**src/rtl/dp_mem_responder.sv**
```systemverilog
// Datapath-side memory responder: arbitrates fetch/data requests onto
// one RAM port and serves repeated fetches from a one-entry buffer.
module dp_mem_responder #(
  parameter int RAM_TIMEOUT = 255,
  parameter bit IBUF_EN     = 1'b1
) (
  input  logic        CLK,
  input  logic        nRST,
  input  logic        halt,
  input  logic        imemREN,
  input  logic [31:0] imemaddr,
  output logic        ihit,
  output logic [31:0] imemload,
  input  logic        dmemREN,
  input  logic        dmemWEN,
  input  logic [31:0] dmemaddr,
  input  logic [31:0] dmemstore,
  output logic        dhit,
  output logic [31:0] dmemload,
  output logic        ramREN,
  output logic        ramWEN,
  output logic [31:0] ramaddr,
  output logic [31:0] ramstore,
  input  logic [31:0] ramload,
  input  logic [1:0]  ramstate,
  output logic        err
);

  typedef enum logic [1:0] {
    IDLE,
    IREQ,
    DREQ,
    ERR
  } state_t;

  typedef struct packed {
    logic        wr;
    logic [31:0] addr;
    logic [31:0] data;
  } dreq_t;

  localparam logic [1:0]  RS_ACCESS = 2'd2;
  localparam logic [1:0]  RS_ERROR  = 2'd3;
  localparam logic [31:0] TMO       = 32'(RAM_TIMEOUT);

  state_t      state, state_n;
  dreq_t       dreq_q;
  logic [31:0] iaddr_q;
  logic [31:0] tag_q;
  logic [31:0] bdata_q;
  logic        bvld_q;
  logic [31:0] tcnt_q;

  logic        bhit;
  logic        binval;
  logic        tmo;
  logic        iacc;
  logic        dacc;
  logic        ifill;

  // Buffer lookup; a store hitting the tag kills the entry this cycle.
  always_comb begin
    binval = 1'b0;
    bhit   = 1'b0;
    tmo    = 1'b0;
    binval = (state == IDLE) && dmemWEN &&
             bvld_q && (dmemaddr == tag_q);
    bhit   = IBUF_EN && bvld_q && imemREN &&
             !halt && (imemaddr == tag_q) &&
             (state != ERR) && !binval;
    tmo    = (TMO != 32'd0) &&
             (tcnt_q == TMO - 32'd1);
  end

  // Next-state logic and all datapath/RAM-side outputs.
  always_comb begin
    state_n  = state;
    ihit     = 1'b0;
    imemload = '0;
    dhit     = 1'b0;
    dmemload = '0;
    ramREN   = 1'b0;
    ramWEN   = 1'b0;
    ramaddr  = '0;
    ramstore = '0;
    err      = 1'b0;
    iacc     = 1'b0;
    dacc     = 1'b0;
    ifill    = 1'b0;
    unique case (state)
      IDLE: begin
        if (dmemREN || dmemWEN) begin
          dacc    = 1'b1;
          state_n = DREQ;
        end else if (imemREN && !halt && !bhit) begin
          iacc    = 1'b1;
          state_n = IREQ;
        end
      end
      IREQ: begin
        ramREN  = 1'b1;
        ramaddr = iaddr_q;
        unique case (1'b1)
          ramstate == RS_ACCESS: begin
            ihit     = 1'b1;
            imemload = ramload;
            ifill    = 1'b1;
            state_n  = IDLE;
          end
          ramstate == RS_ERROR: state_n = ERR;
          tmo:                  state_n = ERR;
          default:              state_n = IREQ;
        endcase
      end
      DREQ: begin
        ramREN   = !dreq_q.wr;
        ramWEN   = dreq_q.wr;
        ramaddr  = dreq_q.addr;
        ramstore = dreq_q.wr ? dreq_q.data : '0;
        unique case (1'b1)
          ramstate == RS_ACCESS: begin
            dhit     = 1'b1;
            dmemload = dreq_q.wr ? '0 : ramload;
            state_n  = IDLE;
          end
          ramstate == RS_ERROR: state_n = ERR;
          tmo:                  state_n = ERR;
          default:              state_n = DREQ;
        endcase
      end
      ERR: err = 1'b1;
      default: state_n = ERR;
    endcase
    if (bhit && !ihit) begin
      ihit     = 1'b1;
      imemload = bdata_q;
    end
  end

  // State, request latches, timeout counter and buffer entry.
  always_ff @(posedge CLK or negedge nRST) begin
    if (!nRST) begin
      state   <= IDLE;
      dreq_q  <= '0;
      iaddr_q <= '0;
      tag_q   <= '0;
      bdata_q <= '0;
      bvld_q  <= 1'b0;
      tcnt_q  <= '0;
    end else begin
      state <= state_n;
      if (iacc)
        iaddr_q <= imemaddr;
      if (dacc) begin
        dreq_q.wr   <= dmemWEN;
        dreq_q.addr <= dmemaddr;
        dreq_q.data <= dmemstore;
      end
      if (iacc || dacc)
        tcnt_q <= '0;
      else if (state == IREQ || state == DREQ)
        tcnt_q <= tcnt_q + 32'd1;
      if (ifill) begin
        tag_q   <= iaddr_q;
        bdata_q <= ramload;
        bvld_q  <= 1'b1;
      end else if (binval) begin
        bvld_q  <= 1'b0;
      end
    end
  end

endmodule

```
**config.mk**
```make
export PLATFORM = sky130hd
export DESIGN_NAME = dp_mem_responder
export DESIGN_NICKNAME = d
export VERILOG_FILES = /design/src/rtl/dp_mem_responder.sv
export SDC_FILE = /design/constraint.sdc
export NUM_CORES = 1
export LEC_CHECK = 0
export ABC_AREA = 1
export CORE_AREA = 2 2 201 124
export CTS_CLUSTER_SIZE = 30
export DETAILED_ROUTE_END_ITERATION = 10
export DIE_AREA = 0 0 203 126
export GPL_TIMING_DRIVEN = 0
export HOLD_SLACK_MARGIN = 0.02
export PLACE_DENSITY_LB_ADDON = 0.1
export SLEW_MARGIN = 20
export SYNTH_ARGS = -nofsm -noshare
export SYNTH_HDL_FRONTEND = slang
export SYNTH_SLANG_ARGS = --single-unit
```
**constraint.sdc**
```tcl
create_clock -name CLK -period 2 [get_ports CLK]
set_input_delay 0.2 -clock CLK [delete_from_list [all_inputs] [get_ports CLK]]
set_output_delay 0.2 -clock CLK [all_outputs]
set_load 0.01 [all_outputs]
```
==> impl_metrics.env <==
export IMPL_firstDrtPassIters=5
export IMPL_cp_required_ns=1.80
export IMPL_yosysMostFrequentCell="nand2_1"
export IMPL_fp_dieH_microns=126
export IMPL_top_layer="met4"
export IMPL_vias_per_cell=4.95
export IMPL_die_w_microns=203
export IMPL_clkTransAtPathRegs_ns=0.07
export IMPL_utilization_pct=66.6
export IMPL_synth_flop_cell="dfrtp_1"
export IMPL_synth_seq_cells=196
export IMPL_drv_cap=0
export IMPL_ant_nets=0
export IMPL_drt_wirelength_per_cell_microns=16.7
export IMPL_power_density_mw_per_mm2=1290
export IMPL_area_growth_pct=49.8
export IMPL_setup_violations=198
export IMPL_tns_ns=-79.76
export IMPL_crit_type="reg -> out"
export IMPL_vias=10600
export IMPL_slew_violations=0
export IMPL_antenna_found_initial=0
export IMPL_wl_met2_microns=15600
export IMPL_cts_root_buf="clkbuf_16"
export IMPL_cts_tree="yes"
export IMPL_synth_area_top_cells="dfrtp_1 (46%), nand2_1 (17%), nor2_1 (6.7%)"
export IMPL_max_slew_margin_rel_pct=65.4
export IMPL_gp_congestion=0.894
export IMPL_drive_gt1_share_pct=29.9
export IMPL_clock_fmax_mhz=382
export IMPL_syn_inst=1449
export IMPL_met1_length_microns=16200
export IMPL_num_rows=44
export IMPL_clock_sinks=196
export IMPL_worst_pin_slew_ns=0.519
export IMPL_synth_avg_cell_area_sq_um=7.28
export IMPL_period_needed_ns=2.62
export IMPL_leakage_nw=7.70
export IMPL_status="complete, but fails checks"
export IMPL_synth_common_cells="nand2_1 (474), dfrtp_1 (196), nor2_1 (187)"
export IMPL_cts_htree_levels=4
export IMPL_ys_warn_count=0
export IMPL_cts_buffer_depth=2
export IMPL_path_max_fanout=9
export IMPL_endpoint_kind="output pin"
export IMPL_clk_latency_ns=0.45
export IMPL_yosysSeqAreaShare_pct=46.5
export IMPL_rsz0062_at_grt="true"
export IMPL_pin_count=269
export IMPL_hold_violations=0
export IMPL_placed_area_sq_mm=0.0137
export IMPL_groute_usage_overall_pct=27.3
export IMPL_synth_top_area_share_pct=46.5
export IMPL_drtIter0Drc=813
export IMPL_fin_crit_sh_pct=131
export IMPL_grt_pass1_wl_microns=53900
export IMPL_worst_setup_path_start_kind="flop"
export IMPL_yosysTopAreaCell="dfrtp_1"
export IMPL_grt_max_degree=77
export IMPL_overflow=0
export IMPL_power_w=0.0204
export IMPL_syn_area_sq_mm=0.0106
export IMPL_port_buffers=268
export IMPL_cts_buffers=17
export IMPL_syn_nets=1591
export IMPL_async_reset_ff_share_pct=100
export IMPL_arrival_ns=2.42
export IMPL_final_area_sq_mm=0.0158
export IMPL_min_path_type="in -> async"
export IMPL_drc=0
export IMPL_vdd_drop_max_v=0.000755
export IMPL_die_area_sq_mm=0.0256
export IMPL_dp_hpwl_microns=24100
export IMPL_core_sq_mm=0.0237
export IMPL_met3_wirelength_microns=3100
export IMPL_grt_pass1_vias=9902
export IMPL_setup_ws_ns=-0.616
export IMPL_start_util_pct=44.5
export IMPL_violations="setup timing"
export IMPL_synth_edff_count=0
export IMPL_fin_skew_ns=0.0130
export IMPL_wirelength_microns=35600
export IMPL_fin_nets=1943
export IMPL_ys_types=33
export IMPL_pre_cts_ws_ns=-1.17
## final timing paths
| path | startpoint | end | slack [ns] | cells past startpoint |
|---|---|---|---|---|
| max in group asynchronous | nRST | bdata_q[2] | 0.64 | 4 |
| setup / recovery | state[1] | imemload[14] | -0.62 | 12 |
| setup reg to reg | state[0] | iaddr_q[18] | -0.34 | 16 |
| hold / removal | nRST | dreq_q[20] | 0.25 | 2 |
| hold reg to reg | dreq_q[46] | dreq_q[46] | 0.47 | 2 |
| min in group CLK | dmemstore[16] | dreq_q[16] | 0.32 | 3 |
## layout by cell type, fill, tap and decap left out, drive strengths merged
cell type / count
nor4: 2
ha: 6
diode: 1
nand2: 486
xnor2: 14
o21bai: 1
nand3b: 2
inv: 218
dlygate4sd3: 1
o21ai: 143
dfrtp: 196
clkbuf: 56
buf: 220
nand3: 25
or2: 1
bufinv: 1
nand4: 13
a21oi: 36
clkinv: 6
xor2: 36
clkdlybuf4s15: 1
clkdlybuf4s50: 135
o31ai: 1
clkinvlp: 3
bufbuf: 2
nor2: 195
nor3: 13
## critical path, cell delays in order, from the launching register on
cell,delay [ns]
dfrtp_2,0.44
inv_2,0.09
ha_1,0.19
buf_6,0.13
inv_1,0.09
nor2_4,0.14
buf_4,0.14
inv_2,0.11
nand2_4,0.14
clkinv_8,0.10
buf_8,0.15
nor2_1,0.09
buf_2,0.15
## report_power, final
| part | total, W | switching, W | leakage [nW] | internal [W] |
|---|---|---|---|---|
| sequential | 0.00665 | 0.00107 | 2.46 | 0.00557 |
| combinational | 0.0105 | 0.00582 | 4.98 | 0.00467 |
| clock | 0.00330 | 0.00153 | 0.262 | 0.00177 |
## layer usage
metal | global-route usage (%) | vias to the layer above
met2 | 40.8 | 440
li1 | - | 5114
met1 | 39.9 | 4982
met5 | 0 | -
met3 | 6.00 | 46
met4 | 7.47 | 0
## layout make-up
cell class	instances	area [sq um]
fillers	2011	7930
multi-input cells	974	5290
flip-flops and latches	196	4910
repair buffers	334	3110
inverters	219	837
plain buffers	59	706
clock buffers	22	464
well taps	322	403
clock inverters	9	81.3
diodes	1	2.50
## flip-flops by register name, indices dropped and copies added, names as in the netlist
register / count
dreq_q: 65
bdata_q: 32
iaddr_q: 32
tag_q: 32
tcnt_q: 32
state: 2
bvld_q: 1
## what timing repair did
item	in CTS	in global routing
hold buffers	1	0
buffers inserted	32	21
hold endpoints to repair	52	0
gates resized for setup	744	212
pin swaps	26	46
endpoints found under the setup margin	286	259
gates cloned	13	3
## metrics by stage
stage | hold WS [ns] | cells
6_report | 0.249 | 2136
5_1_grt | 0.287 | 2135
4_1_cts | 0.268 | 2117
3_5_place_dp | 0.143 | 2041
3_3_place_gp | 0.453 | 2039
2_1_floorplan | -0.0956 | 1449
## cell families (layout without fill, tap and decap cells)
| family | count (synthesis) | in the layout | share of synthesized area, % |
|---|---|---|---|
| and+or+nand+nor | 736 | 737 | 28.1 |
| buffers and inverters | 280 | 643 | 10.8 |
| DFF | 196 | 196 | 46.5 |
| AOI/OAI and AO/OA | 181 | 181 | 9.77 |
| xor gates and xnor gates | 50 | 50 | 4.15 |
| adders and majority gates | 6 | 6 | 0.712 |
| other | 0 | 1 | 0 |
(Power assumes the default switching activity.)
